$ cat src/rtl/hc_stream_dec.sv
// hc_stream_dec: bit-serial Hamming(7,4) receiver.
// Collects 7-bit codewords one bit per cycle (c1 first), corrects any single-bit
// error and presents the 4-bit data word, ordered {c7,c6,c5,c3}, on a valid/ready
// port through a one-entry output register. Flags dropped words (o_ovf, sticky)
// and frames aborted by an early i_sof (o_sync_err, one-cycle pulse).
// Optional feature macro: HC_STREAM_DEC_ERR_CNT_EN enables the saturating
// corrected-word counter on o_err_cnt; when undefined o_err_cnt is tied to 0.

module hc_stream_dec #(
    parameter int unsigned DATA_WD = 4,
    parameter int unsigned CHK_WD  = 3,
    parameter int unsigned CNT_WD  = 16
) (
    input  logic               i_clk,
    input  logic               i_rst,
    input  logic               i_bit,
    input  logic               i_bit_vld,
    input  logic               i_sof,
    output logic [DATA_WD-1:0] o_dec_data,
    output logic               o_err_flag,
    output logic [CHK_WD-1:0]  o_err_pos,
    output logic               o_vld,
    input  logic               i_rdy,
    output logic               o_ovf,
    output logic               o_sync_err,
    input  logic               i_clr,
    output logic [CNT_WD-1:0]  o_err_cnt
);

    typedef enum logic {
        StHunt,
        StRecv
    } state_e;

    // Frame assembly state
    state_e     state_q, state_d;
    logic [2:0] cnt_q, cnt_d;
    logic [7:1] cw_q, cw_d;
    logic       sync_err_q, sync_err_d;

    // Completed-word decode
    logic       word_done;
    logic [2:0] bit_pos;
    logic [7:1] word_full;
    logic [7:1] word_fix;
    logic [CHK_WD-1:0]  syndrome;
    logic [DATA_WD-1:0] dec_data;

    // Output register
    logic               vld_q, vld_d;
    logic [DATA_WD-1:0] data_q, data_d;
    logic               flag_q, flag_d;
    logic [CHK_WD-1:0]  pos_q, pos_d;
    logic               ovf_q, ovf_d;
    logic               load;
    logic               drop;

    // Frame FSM: next state, bit count and partial codeword
    always_comb begin
        state_d    = state_q;
        cnt_d      = cnt_q;
        cw_d       = cw_q;
        sync_err_d = 1'b0;
        word_done  = 1'b0;
        bit_pos    = cnt_q + 3'd1;

        // Partial word with the incoming bit merged in at position count+1; when the
        // 7th bit arrives this is the complete codeword, decoded in the same cycle.
        word_full = cw_q;
        for (int unsigned k = 1; k <= 7; k++) begin
            if (bit_pos == 3'(k)) begin
                word_full[k] = i_bit;
            end
        end

        if (i_bit_vld) begin
            unique case (state_q)
                StHunt: begin
                    if (i_sof) begin
                        cw_d    = {6'b000000, i_bit};
                        cnt_d   = 3'd1;
                        state_d = StRecv;
                    end
                end
                StRecv: begin
                    if (i_sof) begin
                        // Early start of frame: drop the partial word and restart.
                        sync_err_d = 1'b1;
                        cw_d       = {6'b000000, i_bit};
                        cnt_d      = 3'd1;
                    end else if (cnt_q == 3'd6) begin
                        word_done = 1'b1;
                        cw_d      = word_full;
                        cnt_d     = 3'd0;
                        state_d   = StHunt;
                    end else begin
                        cw_d  = word_full;
                        cnt_d = bit_pos;
                    end
                end
            endcase
        end
    end

    // Frame FSM registers
    always_ff @(posedge i_clk or posedge i_rst) begin
        if (i_rst) begin
            state_q    <= StHunt;
            cnt_q      <= 3'd0;
            cw_q       <= 7'd0;
            sync_err_q <= 1'b0;
        end else begin
            state_q    <= state_d;
            cnt_q      <= cnt_d;
            cw_q       <= cw_d;
            sync_err_q <= sync_err_d;
        end
    end

    // Syndrome, single-bit correction and data extraction
    always_comb begin
        syndrome[0] = word_full[1] ^ word_full[3] ^ word_full[5] ^ word_full[7];
        syndrome[1] = word_full[2] ^ word_full[3] ^ word_full[6] ^ word_full[7];
        syndrome[2] = word_full[4] ^ word_full[5] ^ word_full[6] ^ word_full[7];
        word_fix = word_full;
        for (int unsigned k = 1; k <= 7; k++) begin
            if (syndrome == 3'(k)) begin
                word_fix[k] = ~word_full[k];
            end
        end
        dec_data = {word_fix[7], word_fix[6], word_fix[5], word_fix[3]};
    end

    // Output register: load on completion when empty or draining, else drop
    always_comb begin
        load   = word_done && (!vld_q || i_rdy);
        drop   = word_done && vld_q && !i_rdy;
        vld_d  = vld_q;
        data_d = data_q;
        flag_d = flag_q;
        pos_d  = pos_q;
        ovf_d  = ovf_q;

        if (load) begin
            vld_d  = 1'b1;
            data_d = dec_data;
            flag_d = (syndrome != '0);
            pos_d  = syndrome;
        end else if (i_rdy) begin
            vld_d = 1'b0;
        end

        // A drop in the same cycle as i_clr still sets the flag.
        if (drop) begin
            ovf_d = 1'b1;
        end else if (i_clr) begin
            ovf_d = 1'b0;
        end
    end

    // Output register state
    always_ff @(posedge i_clk or posedge i_rst) begin
        if (i_rst) begin
            vld_q  <= 1'b0;
            data_q <= '0;
            flag_q <= 1'b0;
            pos_q  <= '0;
            ovf_q  <= 1'b0;
        end else begin
            vld_q  <= vld_d;
            data_q <= data_d;
            flag_q <= flag_d;
            pos_q  <= pos_d;
            ovf_q  <= ovf_d;
        end
    end

`ifdef HC_STREAM_DEC_ERR_CNT_EN
    logic [CNT_WD-1:0] err_cnt_q, err_cnt_d;

    // Corrected-word counter: counts loaded words only, saturates, clear wins
    always_comb begin
        err_cnt_d = err_cnt_q;
        if (i_clr) begin
            err_cnt_d = '0;
        end else if (load && (syndrome != '0) && (err_cnt_q != '1)) begin
            err_cnt_d = err_cnt_q + 1'b1;
        end
    end

    // Corrected-word counter register
    always_ff @(posedge i_clk or posedge i_rst) begin
        if (i_rst) begin
            err_cnt_q <= '0;
        end else begin
            err_cnt_q <= err_cnt_d;
        end
    end

    assign o_err_cnt = err_cnt_q;
`else
    assign o_err_cnt = '0;
`endif

    assign o_dec_data = data_q;
    assign o_err_flag = flag_q;
    assign o_err_pos  = pos_q;
    assign o_vld      = vld_q;
    assign o_ovf      = ovf_q;
    assign o_sync_err = sync_err_q;

endmodule

$ cat config.mk
export PLATFORM = sky130hd
export DESIGN_NAME = hc_stream_dec
export DESIGN_NICKNAME = d
export VERILOG_FILES = /design/src/rtl/hc_stream_dec.sv
export SDC_FILE = /design/constraint.sdc
export NUM_CORES = 1
export LEC_CHECK = 0
export BUFFER_PORTS_ARGS = -buffer_cell sky130_fd_sc_hd__buf_2
export CELL_PAD_IN_SITES_DETAIL_PLACEMENT = 1
export CELL_PAD_IN_SITES_GLOBAL_PLACEMENT = 1
export CORE_UTILIZATION = 32
export DETAILED_ROUTE_END_ITERATION = 10
export PLACE_DENSITY_LB_ADDON = 0.1
export SLEW_MARGIN = 20
export SYNTH_ARGS = -nofsm -noshare
export SYNTH_HDL_FRONTEND = slang
export SYNTH_SLANG_ARGS = --single-unit
$ cat constraint.sdc
create_clock -name i_clk -period 2.3 [get_ports i_clk]
set_clock_uncertainty 0.2 [all_clocks]
set_input_delay 0.575 -clock i_clk [delete_from_list [all_inputs] [get_ports i_clk]]
set_output_delay 0.575 -clock i_clk [all_outputs]
set_load 0.01 [all_outputs]
# Word level (Yosys, flattened, before mapping)

Index checks and enable logic that the tools add are counted.

Register bits: 22
Input port bits: 7
Output and inout port bits: 27
Word-level logic and storage cells: 79

Add/subtract/negate cells: 1
Eq/ne operators: 13
Muxes and demuxes: 32
Bitwise logic cells: 14
Reduce and logical (&&, ||, !) cells: 10

Operators by type and width:

| operator                                      | number |
|---|---|
| == test 3 bit, second input constant          | 8 |
| 2-to-1 mux 1 bit                              | 24 |
| 2-to-1 mux 7 bit                              | 2 |
| one-hot mux 7 bit (2 select lines)            | 1 |
| == test 3 x 2 -> 1 bit, second input constant | 3 |
| 2-to-1 mux 3 bit                              | 3 |
| XOR 1 bit                                     | 9 |
| one-hot mux 3 bit (2 select lines)            | 1 |
| NOT 1 bit                                     | 5 |
| nonzero test 2 bit                            | 2 |
| adder 3 x 1 -> 3 bit, second input constant   | 1 |
| == test 3 x 1 -> 1 bit, second input constant | 1 |
| logical AND 1 bit                             | 3 |
| nonzero test 3 bit                            | 1 |
| logical NOT 1 bit                             | 2 |
| != test 2 bit, second input constant          | 1 |
| one-hot mux 1 bit (2 select lines)            | 1 |
| AND reduction 2 bit                           | 1 |
| logical OR 1 bit                              | 1 |

# Logic depth before layout (Yosys ltp)

Gate-level depths: netlist (run 1).

Depth after elaboration: 8
Mapped depth: 8
Mapped depth without buffers: 6

# Worst setup path before layout (run 1)

OpenSTA, ideal clock, no wires.

Path kind: input port to flip-flop
Start point: input port i_bit_vld
End point: register data_q[3], in the netlist o_dec_data[3]
Library setup time: 0.069 ns
Data arrival time: 2.017 ns
Data required time: 2.031 ns
Path slack: 0.014 ns
Stages on the path: 7
Path through: buf_2 -> nand3b_1 -> or2_1 -> nand2b_1 -> clkbuf_1 -> or4_1 -> nand3_1

Cells in the longest elaborated chain, start to end: 2

Ends and longest elaborated chain:

| element              | RTL line | RTL |
|---|---|---|
| from (decl)          | 17       | `input logic i_bit_vld,` |
| 2-to-1 mux 1 bit     | 76       | `if (i_bit_vld) begin` |
| logical AND 1 bit    | 136      | `load = word_done && (!vld_q \|\| i_rdy);` |
| to (signal assigned) | 171      | `data_q <= data_d;` |
| to (decl)            | 51       | `logic [DATA_WD-1:0] data_q, data_d;` |

No other way between the ends.
A chain may end at the register's enable or synchronous reset.

# Worst setup path in the final report (run 1)

Start point: register cnt_q[1]
End point: register data_q[3], in the netlist o_dec_data[3]

Cells in the longest elaborated chain, start to end: 8
Elaborated cells on any way between the ends: 33

Ends and longest elaborated chain:

| element                                        | RTL line      | RTL |
|---|---|---|
| from (decl)                                    | 37            | `logic [2:0] cnt_q, cnt_d;` |
| from (signal assigned)                         | 114           | `cnt_q <= cnt_d;` |
| adder 3 x 1 -> 3 bit                           | 65            | `bit_pos = cnt_q + 3'd1;` |
| == test 3 x 1 -> 1 bit (tied with other cells) | 71            | `if (bit_pos == 3'(k)) begin` |
| 2-to-1 mux 1 bit                               | 71            |  |
| XOR 1 bit (on tied branches) (3 in a row)      | 122, 123, 124 |  |
| == test 3 bit                                  | 127           | `if (syndrome == 3'(k)) begin` |
| 2-to-1 mux 1 bit                               | 127           |  |

Several ways; a longest one is shown, not always the timed one.

==> reports/metrics.yaml, run 1 <==
slew_viol_final: 0
timing.final.crit_share: 1.036
first_global_vias: 1325
cpMaxStageDelayCell: "or4_1"
grt.total_usage: 0.1666
clockPowerShare: 0.185
yosysTopAreaCell: "dfrtp_1"
synth_area_mm2: 0.001503
fmax_mhz: 419.6
crit_path_max_fanout: 8
yosysUniqueCellTypes: 45
max_stage_delay_ps: 510
gp_congestion: 0.7256
avgViaCountPerCell: 4.955
antenna_cells: 0
grt_antenna_before_repair: 0
htree_levels: 1
fin_nets: 225
synth.ff_latch_count: 22
cts_max_path_buffers: 2
worstPathRequired_ps: 2310
coreArea_mm2: 0.004444
critical_path_class: "reg2reg"
worst_ep_arrival_time_ps: 2400
syn_inst: 162
setup_viol: 5
synth_area_per_cell_um2: 9.276
clock_sinks: 22
swShare: 0.3535
antenna_left: 0
final_util: 0.4642
min_period_ps: 2383
hold_violations: 0
vias: 1328
fp.dieH_um: 70.53
ctsHoldBuffers: 0
p_seq_frac: 0.336
synthTopCellsByArea: "dfrtp_1 (37%), buf_4 (8.5%), o21ai_0 (6.0%)"
yosysWarnings: 0
violations: "design-rule violations, negative setup slack"
hold_class: "in2async"
root_buffer: "clkbuf_8"
p_per_area_mw_per_mm2: 662.1
start_util: 0.3381
drtPass1Iterations: 7
cts_made_buffers: 3
overflow: 0
vdd_drop_max_uv: 235.4
ys_seq_area_frac: 0.3664
rsz0062_at_grt: "yes"
synth_top_area_frac: 0.3664
area_growth_pct: 37.30
outcome: "finished, violations left"
p_switching_w: 0.0004829
drive_gt1_frac: 0.4259
synth-async-reset-ratio: 1.000
io_pins: 34
synth_edf_count: 0
comb_power_share: 0.479
cap_violations: 0
grt_max_degree: 23
cts_tree: "built"
route.detailed.drc: 8
p_int_w: 0.0008833
rows: 24
die_area_mm2: 0.004974
grt_pass1_wl_um: 6348
path_clk_slew_ps: 80
power.leakage_nw: 0.9980
worstSetupEndpointType: "flip-flop"
layout_setup_ws_ps: -83.40
drtIter0Drc: 31
clock_latency_ps: 270
dp_slack_ps: -116.1
die_w_um: 70.53
cp-start-kind: "flip-flop"
crit_path_cell_trace: "buf_4, buf_4, nand3b_4, mux2i_2, xnor2_4, xnor2_4, or4_1, nand3_1"
wl_um: 4126
io_buffers: 17
dpl.hpwl_um: 2914
routedWlPerCell_um: 15.40
synth_ff_type: "dfrtp_1"
-- cells in the final DEF (no fill, tap or decap), types with 3 or more instances in the layout --
cell type / instances
conb_1: 16
inv_1: 7
nor2_1: 3
clkbuf_8: 3
nor2b_1: 4
buf_6: 4
mux2i_2: 4
dfrtp_1: 19
xnor2_2: 3
buf_4: 40
o21ai_0: 18
nand2b_1: 3
o31ai_1: 3
xnor2_4: 3
nand2_1: 19
buf_2: 17
dfrtp_2: 3
-- registers in the layout (all words and copies together) (netlist names) --
register	count
o_err_pos	3
state_q	1
o_sync_err	1
cnt_q	3
o_err_flag	1
cw_q	7
o_vld	1
o_dec_data	4
o_ovf	1
-- power groups by stage --
| stage | logic [W] | clock network [W] | registers, W |
|---|---|---|---|
| 5_1_grt | 0.000707 | 0.000274 | 0.000465 |
| 2_1_floorplan | 0.000322 | 0 | 0.000459 |
| 3_3_place_gp | 0.000451 | 0 | 0.000463 |
| 4_1_cts | 0.000540 | 0.000256 | 0.000461 |
| 3_5_place_dp | 0.000465 | 0 | 0.000467 |
| 6_report | 0.000654 | 0.000253 | 0.000459 |
-- cell type report --
class                           instances  area, µm²
Tap cell                               52      65.06
Timing Repair Buffer                   61      430.4
Clock buffer                            3      41.29
Multi-Input combinational cell        123      945.9
Fill cell                             518       2381
Sequential cell                        22      554.3
Inverter                                7      26.28
-- what timing repair did --
| action | CTS | global route |
|---|---|---|
| setup buffers | 8 | 8 |
| endpoints found under the setup margin | 6 | 7 |
| gates resized for setup | 16 | 14 |
| gates cloned | 0 | 0 |
| pin swaps | 6 | 13 |
-- worst max-delay path, delay by kind of cell, from the launching register on --
kind | cells | cell delay [ps]
buffers and inverters | 2 | 270
AND/OR/NAND/NOR | 3 | 690
XOR/XNOR | 2 | 330
flip-flops | 1 | 450
multiplexers | 1 | 370
-- final timing paths --
| path | start | to | slack (ps) | cells after the start |
|---|---|---|---|---|
| worst max-delay path | cnt_q[1]$_DFFE_PP0P_ | o_dec_data[3]$_DFFE_PP0P_ | -80 | 8 |
| worst min-delay path | i_rst | o_dec_data[0]$_DFFE_PP0P_ | 140 | 3 |
| worst max register to register | cnt_q[1]$_DFFE_PP0P_ | o_dec_data[3]$_DFFE_PP0P_ | -80 | 8 |
| worst min register to register | o_err_pos[2]$_DFFE_PP0P_ | o_err_pos[2]$_DFFE_PP0P_ | 280 | 2 |
| max in group asynchronous | i_rst | cnt_q[1]$_DFFE_PP0P_ | 1500 | 3 |
| min in group i_clk | o_err_pos[2]$_DFFE_PP0P_ | o_err_pos[2]$_DFFE_PP0P_ | 280 | 2 |
-- metrics by stage --
| step | total power, W | hold slack (ps) | cells | cell area [µm²] | setup TNS (ps) |
|---|---|---|---|---|---|
| after floorplan | 0.0007805 | 249.2 | 177 | 1559 | 0 |
| after global placement | 0.0009143 | 256.7 | 249 | 1744 | -193.3 |
| after detailed placement | 0.0009321 | 266.3 | 249 | 1744 | -532.3 |
| after CTS | 0.001258 | 156.8 | 260 | 1913 | -80.08 |
| after global routing | 0.001445 | 185.2 | 268 | 2063 | -853.9 |
| final | 0.001366 | 141.1 | 268 | 2063 | -308.3 |
-- synth_stat cells, types with 4 or more instances --
cell / instances
buf_4: 17
clkbuf_1: 4
dfrtp_1: 22
inv_1: 7
mux2i_1: 4
nand2_1: 19
nor2b_1: 4
o21ai_0: 18
o31ai_1: 5
xnor2_1: 5
-- kinds of logic after synthesis --
logic type | count (synthesis) | synth area share
and+or+nand+nor | 49 | 0.1965
DFF | 22 | 0.3664
xor gates and xnor gates | 11 | 0.07910
buffers and inverters | 32 | 0.1341
muxes | 6 | 0.04497
AOI/OAI and AO/OA | 41 | 0.1765
other | 1 | 0.002496
-- per-layer routing --
| layer | part of all wire | vias to the layer above | wire length, µm | track usage |
|---|---|---|---|---|
| met2 | 0.57 | 26 | 2361 | 0.3452 |
| li1 | - | 639 | - | - |
| met5 | 0 | - | 0 | 0 |
| met3 | 0.026 | 5 | 108 | 0.02165 |
| met4 | 0.016 | 0 | 65 | 0.05442 |
| met1 | 0.39 | 658 | 1591 | 0.1674 |
No activity file was read; power rests on OpenSTA's default activity.
==> run 2, diff against run 1 <==
Settings changed: CORE_UTILIZATION 32 to 36.
==> run 2 against run 1 <==
Effect of this change: the flow finishes with violations (negative setup slack); sequential share of layout area is 0.50 points higher; routed wire length is 0.44% lower; non-clock buffer count is 11 lower; design area is 1.8% lower; critical path type unchanged; largest cell class unchanged.
==> reports/metrics.yaml, run 2 (synthesis gave the netlist of run 1 again) <==
outcome: "finished, violations left"
violations: "negative setup slack"
coreArea_mm2: 0.004000  # -10%
root_buffer: "clkbuf_8"
slew_viol_final: 0  # unchanged
vias: 1306  # -1.7%
cts_max_path_buffers: 2  # unchanged
htree_levels: 1  # unchanged
layout_setup_ws_ps: -49.88  # +33.52 ps
clock_sinks: 22  # unchanged
die_area_mm2: 0.004436  # -11%
dpl_cell_area_mm2: 0.001682  # -3.6%
rows: 23  # -4.2%
power_w: 0.001451  # +6.2%
fin_area_mm2: 0.002026  # -1.8%
dpl.hpwl_um: 2723  # -6.6%
fill_cells: 460  # -11%
drive_gt1_frac: 0.4106  # -0.01530
mostFrequentLayoutCells: "buf_4 (30), nand2_1 (19), dfrtp_1 (19)"
drtPass1Iterations: 4  # -3
worst_ep_arrival_time_ps: 2370  # -30 ps
worstPathRequired_ps: 2320  # about the same
crit_path_max_fanout: 5  # -3
fp.dieH_um: 66.61  # -5.6%
regArea_um2: 554.3  # unchanged
gp_congestion: 0.7780  # +7.2%
p_per_area_mw_per_mm2: 716.1  # +8.2%
grt_antenna_before_repair: 0  # unchanged
largest_reg_flops: 7  # unchanged
antenna_cells: 0  # unchanged
top_register: "cw_q"
clock_latency_ps: 280  # about the same
cts_made_buffers: 3  # unchanged
rsz0062_at_grt: "yes"
start_util: 0.3757  # +0.03755
grt_pass1_wl_um: 6520  # +2.7%
io_buffers: 17  # unchanged
grt_max_degree: 23  # unchanged
power.leakage_nw: 0.9754  # -2.3%
die_w_um: 66.61  # -5.6%
area_growth_pct: 34.80
overflow: 0  # unchanged
path_clk_slew_ps: 90  # about the same
vdd_drop_max_uv: 251.0  # +6.6%
whs_ps: 127.1  # -13.96 ps
hold_class: "in2async"
grt.total_usage: 0.1988  # +0.03216
antenna_left: 0  # unchanged
wl_um: 4108  # -0.44%
avgViaCountPerCell: 5.082  # +2.6%
layout_commonest_cell: "buf_4"
dp_slack_ps: -156.5  # -40.34 ps
min_period_ps: 2350  # -33.52 ps
first_global_vias: 1332  # +0.53%
fin_nets: 215  # -4.4%
routedWlPerCell_um: 15.98  # +3.8%
hold_violations: 0  # unchanged
cap_violations: 0  # unchanged
multiInputGateArea_um2: 973.4  # +2.9%
io_pins: 34  # unchanged
setup_viol: 3  # -2
cp-start-kind: "flip-flop"
timing.final.crit_share: 1.022  # -0.01458
fmax_mhz: 425.6  # +1.4%
cts_tree: "built"
worstSetupEndpointType: "flip-flop"
critical_path_class: "reg2reg"
route.detailed.drc: 0  # -8
drtIter0Drc: 56  # +81%
==> run 2: cell types whose count changed in the layout (fill, tap and decap cells not counted), sizes merged <==
cell,before,now
buf,61,50
bufinv,0,1
xnor2,8,9
==> run 2: area by class of cell <==
cell class | count | share of cell area
flip-flops and latches | 22 | 0.2736
multi-input cells | 124 | 0.4805
well taps | 50 | 0.03088
clock inverters | 1 | 0.01482
clock buffers | 3 | 0.02038
repair buffers | 50 | 0.1668
inverters | 7 | 0.01297
==> run 2: path summary, 6_finish.rpt <==
kind	cells after the start	to	from	slack [ps]
min	3	o_err_flag$_DFFE_PP0P_	i_rst	130
min in group i_clk	2	o_ovf$_DFFE_PP0P_	i_clr	290
max	7	o_dec_data[3]$_DFFE_PP0P_	cnt_q[1]$_DFFE_PP0P_	-50
max in group asynchronous	3	cnt_q[1]$_DFFE_PP0P_	i_rst	1530
max reg2reg	7	o_dec_data[3]$_DFFE_PP0P_	cnt_q[1]$_DFFE_PP0P_	-50
min reg2reg	2	o_dec_data[3]$_DFFE_PP0P_	o_dec_data[3]$_DFFE_PP0P_	290
==> run 2: timing repair <==
item / 4_1_cts / 5_1_grt
setup buffers: 8 / 5
pin swaps: 4 / 7
cloned: 0 / 1
setup endpoints to repair: 6 / 6
resized for setup: 15 / 15
hold buffers: 0 / 0
==> run 2: power by group <==
| part | internal, W | switching (W) | leakage, nW | total, W |
|---|---|---|---|---|
| registers | 0.000421 | 0.0000331 | 0.290 | 0.000455 |
| clock network | 0.000233 | 0.000145 | 0.0357 | 0.000378 |
| logic | 0.000307 | 0.000311 | 0.649 | 0.000618 |
==> run 2: layer usage <==
layer	global-route usage	part of all wire	vias up
li1	-	-	623
met1	0.2162	0.41	649
met2	0.3826	0.55	29
met3	0.03253	0.028	5
met4	0.06383	0.014	0
met5	0	0	-
==> run 2: per-stage QoR <==
stage	TNS (ps)	cells	util
CTS	-5.026	251	0.4673
detailed placement	-693.1	239	0.4204
global placement	-411.6	239	0.4204
floorplan	0	177	-
global route	-596.1	257	0.5064
finish	-91.35	257	0.5064
==> run 2: critical path, cell delays in order (launching register included) <==
cell and delay [ps]:
dfrtp_2 430, buf_4 160, nor3_2 200, mux2i_2 320, xnor2_2 190, xnor2_4 180, or4_4 530, nand3_2 80
